$ cat config.mk
export PLATFORM = sky130hd
export DESIGN_NAME = lopd_norm_pipe
export DESIGN_NICKNAME = d
export VERILOG_FILES = /design/src/rtl/lopd_norm_pipe.sv
export SDC_FILE = /design/constraint.sdc
export NUM_CORES = 1
export LEC_CHECK = 0
export ABC_AREA = 1
export CAP_MARGIN = 10
export CORE_MARGIN = 10
export CORE_UTILIZATION = 30
export DETAILED_ROUTE_END_ITERATION = 7
export HOLD_SLACK_MARGIN = 0.08
export PLACE_DENSITY = 0.47
export SLEW_MARGIN = 10
export SYNTH_ARGS = -nofsm -noshare
export SYNTH_HDL_FRONTEND = slang
export SYNTH_SLANG_ARGS = --single-unit
$ cat constraint.sdc
create_clock -name i_clk -period 3.45 [get_ports i_clk]
set_clock_uncertainty 0.1 [all_clocks]
set_input_delay 0.8625 -clock i_clk [delete_from_list [all_inputs] [get_ports i_clk]]
set_output_delay 0.8625 -clock i_clk [all_outputs]
set_load 0.05 [all_outputs]
$ cat src/rtl/lopd_norm_pipe.sv
// Pipelined leading-one position detector and left normaliser for the adder
// mantissa path. Stage 1 counts leading zeros, stage 2 shifts the magnitude.
// Ports:
//   i_clk, i_rst            clock, asynchronous active-high reset
//   i_flush                 drop all in-flight items at the next edge
//   i_valid/o_ready         input handshake (o_ready is combinational)
//   i_data, i_tag           magnitude to normalise and its sideband tag
//   o_valid/i_ready         output handshake
//   o_lzc, o_zero, o_mant   leading-zero count, zero flag, normalised magnitude
//   o_tag                   tag returned with the result
module lopd_norm_pipe #(
  parameter int unsigned WIDTH = 24,
  parameter int unsigned TAG_W = 4
) (
  input  logic                       i_clk,
  input  logic                       i_rst,
  input  logic                       i_flush,
  input  logic                       i_valid,
  output logic                       o_ready,
  input  logic [WIDTH-1:0]           i_data,
  input  logic [TAG_W-1:0]           i_tag,
  output logic                       o_valid,
  input  logic                       i_ready,
  output logic [$clog2(WIDTH)-1:0]   o_lzc,
  output logic                       o_zero,
  output logic [WIDTH-1:0]           o_mant,
  output logic [TAG_W-1:0]           o_tag
);

  localparam int unsigned LZW = $clog2(WIDTH);
  localparam int unsigned PW  = 1 << LZW;

  logic             en1, en2;
  logic             v1, v2;
  logic [WIDTH-1:0] d1, m2;
  logic [LZW-1:0]   lzc1, lzc2;
  logic             z1, z2;
  logic [TAG_W-1:0] tag1, tag2;

  logic [PW-1:0]    win;
  logic             upper_zero;
  logic [LZW-1:0]   lzc_tree;
  logic             zero_in;
  logic [LZW-1:0]   lzc_in;

  // Stage enables: a stage may load when it is empty or its successor moves.
  always_comb begin
    en2     = !v2 || i_ready;
    en1     = !v1 || en2;
    o_ready = en1 && !i_flush;
  end

  // Halving LOPD tree on the LSB-padded word: each level tests the upper half of
  // the current window; that flag is the next lzc bit and picks the half to keep.
  always_comb begin
    win        = PW'(i_data) << (PW - WIDTH);
    lzc_tree   = '0;
    upper_zero = 1'b0;
    for (int lvl = int'(LZW) - 1; lvl >= 0; lvl--) begin
      upper_zero = ((win >> (PW - (1 << lvl))) == '0);
      lzc_tree   = LZW'({lzc_tree, upper_zero});
      if (upper_zero) begin
        win = win << (1 << lvl);
      end
    end
    zero_in = (i_data == '0);
    // An all-zero word would walk into the padding; clamp to the last real bit.
    lzc_in  = zero_in ? LZW'(WIDTH - 1) : lzc_tree;
  end

  // Valid flops; flush wins over every handshake.
  always_ff @(posedge i_clk or posedge i_rst) begin
    if (i_rst) begin
      v1 <= 1'b0;
      v2 <= 1'b0;
    end else if (i_flush) begin
      v1 <= 1'b0;
      v2 <= 1'b0;
    end else begin
      if (en1) v1 <= i_valid;
      if (en2) v2 <= v1;
    end
  end

  // Stage 1 detect registers: load only on an accepted item.
  always_ff @(posedge i_clk or posedge i_rst) begin
    if (i_rst) begin
      d1   <= '0;
      lzc1 <= '0;
      z1   <= 1'b0;
      tag1 <= '0;
    end else if (en1 && i_valid && !i_flush) begin
      d1   <= i_data;
      lzc1 <= lzc_in;
      z1   <= zero_in;
      tag1 <= i_tag;
    end
  end

  // Stage 2 normalise registers: held while the result is stalled downstream.
  always_ff @(posedge i_clk or posedge i_rst) begin
    if (i_rst) begin
      m2   <= '0;
      lzc2 <= '0;
      z2   <= 1'b0;
      tag2 <= '0;
    end else if (en2 && v1 && !i_flush) begin
      m2   <= d1 << lzc1;
      lzc2 <= lzc1;
      z2   <= z1;
      tag2 <= tag1;
    end
  end

  always_comb begin
    o_valid = v2;
    o_lzc   = lzc2;
    o_zero  = z2;
    o_mant  = m2;
    o_tag   = tag2;
  end

endmodule

==> qor.txt <==
Final Cell Area: 5040 µm²
Residual DRC count: 0
CP most frequent cell: inv_1
Max Freq: 356 MHz
Area of the core: 12700 µm²
Sequential fraction of the synthesis area: 0.449
Yosys top cell by area: dfrtp_1
Critical path type: in2out
First-pass iteration count of the detailed router: 5
Endpoints failing hold: 0
Area growth syn-to-layout: 29.2%
Top cells by area, synth: dfrtp_1 (45%), nand2_1 (20%), o21ai_0 (10%)
Grt total ovfl: 0
DIE AREA: 18000 µm²
DR WL/cell: 14.6 µm
Die W: 134 µm
Max-Slew Margin vs Limit: 0.453
DPL Wire Length: 9.05 mm
Fin Setup TNS: 0 ps
Initial antenna violation count: 0
Dpl cell area: 4760 µm²
Clock Path Buffers: 2
Peak supply drop: 168 µV
Post-cts sizing count: 0
CTS tree: done
Synthesized Nets: 579
Num Clock Sinks: 70
Total Routing Usage GR: 0.131
Synth top area share: 0.449
Clock Latency Late Sink: 340 ps
Starting Density: 0.308
Worst path buffer plus inverter count: 5
Sw frac: 0.393
Vias: 3722
Vias in the first global route: 3706
DIE HEIGHT: 134 µm
Post-Syn Area per Cell: 7.15 µm²
Number of nets in the layout: 638
Flop pwr share: 0.348
Setup Slack @ Placement: 383 ps
Initial drt markers: 229
P_leak: 0.00246 µW
H-tree depth: 3
Slack of the critical path: 640 ps
CP peak stage delay: 400 ps
Worst Hold Class: reg2reg
Period utilization: 0.814
Clk root buf: clkbuf_16
Final core occ: 0.398
Seq cells post-synth: 70
Total CTS buffers: 9
Setup bufs post-CTS: 0
Final Setup Violations: 0
PD cells: 606 nW/µm²
YS warnings: 0
RSZ-0062 raised after global routing: false
Slew @ Worst Pin: 820 ps
Internal: 1860 µW
Largest net degree at the start of global routing: 48
Hold-fix buffers, CTS: 0
Clock-pin slew on the worst setup and hold paths: 60 ps
Vias per cell: 4.76
Ant diodes: 0
PortBufs: 68
Status: finished, final reports clean
Cells after Synth: 546
Synth unique cells: 31
CP max stage cell: clkdlybuf4s50_1
WP data arrival: 1850 ps
Cell Area, Synth: 3900 µm²
Max-Cap Viols: 0
WL final: 11.4 mm
CP startpoint kind: input port
Pwr Total: 3060 µW
Comb pwr share: 0.368
Sw Pwr: 1200 µW
# rows: 41
Critical Path Sink Type: output pin
GPL Wtd Cong: 0.862
First-pass GRT wire length: 19.2 mm
I/O pin cnt: 69
Max-slew violations: 0
Critical path's top delay family: buffers and inverters
Crit-path max FO: 3
Req. time, crit path: 2490 ps
Clock Power Share: 0.284
Worst-path cell chain: clkdlybuf4s50_1 > nor2_1 > inv_1 > nor2_1 > inv_1 > nand2_1 > inv_1 > buf_12
Share of layout cells above drive strength 1: 0.0705
Fin crit period: 2810 ps
Final antenna-violating net count: 0
## state kept, by name, indices dropped and copies added, names as in the netlist
signal	count
d1	24
o_valid	1
tag1	4
z1	1
v1	1
o_tag	4
o_zero	1
lzc1	5
o_mant	24
o_lzc	5
## placed cells by master, fill, tap and decap left out, types with 2 or more instances in the layout
| master | synthesis | layout |
|---|---|---|
| o21ai_0 | 78 | 78 |
| o221ai_1 | 7 | 7 |
| a21oi_1 | 6 | 6 |
| buf_4 | 2 | 10 |
| nor2_8 | 2 | 2 |
| mux2i_1 | 4 | 4 |
| clkbuf_16 | 0 | 9 |
| a32o_1 | 2 | 2 |
| clkdlybuf4s50_1 | 0 | 67 |
| o22ai_1 | 4 | 4 |
| o211ai_1 | 6 | 6 |
| or2_2 | 2 | 2 |
| nand2_1 | 209 | 209 |
| dfrtp_1 | 70 | 70 |
| nand3_1 | 30 | 30 |
| a31oi_1 | 4 | 4 |
| nor2_1 | 32 | 32 |
| inv_1 | 40 | 39 |
| inv_6 | 0 | 2 |
| clkinv_2 | 0 | 2 |
| nand2_2 | 4 | 4 |
| nor2_2 | 6 | 6 |
## worst min-delay path: stages (launching register included)
cell     delay [ps]
dfrtp_1         340
nand2_1          50
nand2_1          50
## final timing paths
| path | cells after the start | from | slack (ps) | end |
|---|---|---|---|---|
| max | 8 | i_ready | 640 | o_ready |
| min | 2 | tag1[1]$_DFFE_PP0P_ | 370 | tag1[1]$_DFFE_PP0P_ |
| max reg2reg | 8 | lzc1[0]$_DFFE_PP0P_ | 1260 | o_mant[21]$_DFFE_PP0P_ |
| min reg2reg | 2 | tag1[1]$_DFFE_PP0P_ | 370 | tag1[1]$_DFFE_PP0P_ |
| max in group asynchronous | 3 | i_rst | 1720 | d1[12]$_DFFE_PP0P_ |
| min in group asynchronous | 2 | i_rst | 810 | o_mant[16]$_DFFE_PP0P_ |
## cells in the mapped netlist (all sizes together)
| cell type | count |
|---|---|
| nand3b | 1 |
| a32o | 2 |
| inv | 40 |
| or2 | 2 |
| o31ai | 1 |
| nor4 | 1 |
| nor2 | 40 |
| nand3 | 30 |
| nand4 | 1 |
| o21a | 1 |
| o211ai | 6 |
| a21oi | 6 |
| o22ai | 4 |
| a22o | 1 |
| nand2 | 214 |
| buf | 8 |
| mux2i | 4 |
| nor3 | 1 |
| o221ai | 7 |
| o21ai | 79 |
| clkinv | 1 |
| clkbuf | 22 |
| a31oi | 4 |
| dfrtp | 70 |
## metrics by stage
stage / hold WS [ps] / cells
4_1_cts: 376 / 782
6_report: 369 / 782
3_3_place_gp: 359 / 766
3_5_place_dp: 360 / 766
2_1_floorplan: 342 / 546
5_1_grt: 394 / 782
## power groups by stage
stage | clock network, µW | registers (µW) | logic, µW
floorplan | 0 | 1410 | 400
global placement | 0 | 1080 | 1130
detailed placement | 0 | 1080 | 1140
CTS | 890 | 1070 | 1140
global route | 926 | 1080 | 1240
finish | 867 | 1070 | 1120
## cell type report
type / instances / area (µm²)
Fill cell: 1346 / 7630
Multi-Input combinational cell: 405 / 1870
Sequential cell: 70 / 1750
Timing Repair Buffer: 78 / 766
Clock buffer: 10 / 239
Tap cell: 172 / 215
Inverter: 41 / 154
Clock inverter: 6 / 43.8
## cell families (layout without fill, tap and decap cells)
logic type,count (synthesis),count (layout),share of synthesized area
flops,70,70,0.449
buf+inv,71,135,0.0715
compound gates,111,111,0.160
mux,4,4,0.0103
simple gates,290,290,0.309
## metal layers
metal / track usage / vias to the layer above / part of all wire
li1: - / 1891 / -
met1: 0.171 / 1713 / 0.48
met2: 0.199 / 102 / 0.44
met5: 0 / - / 0
met3: 0.0329 / 16 / 0.058
met4: 0.0599 / 0 / 0.023
Power figures use the tool's default switching activity.
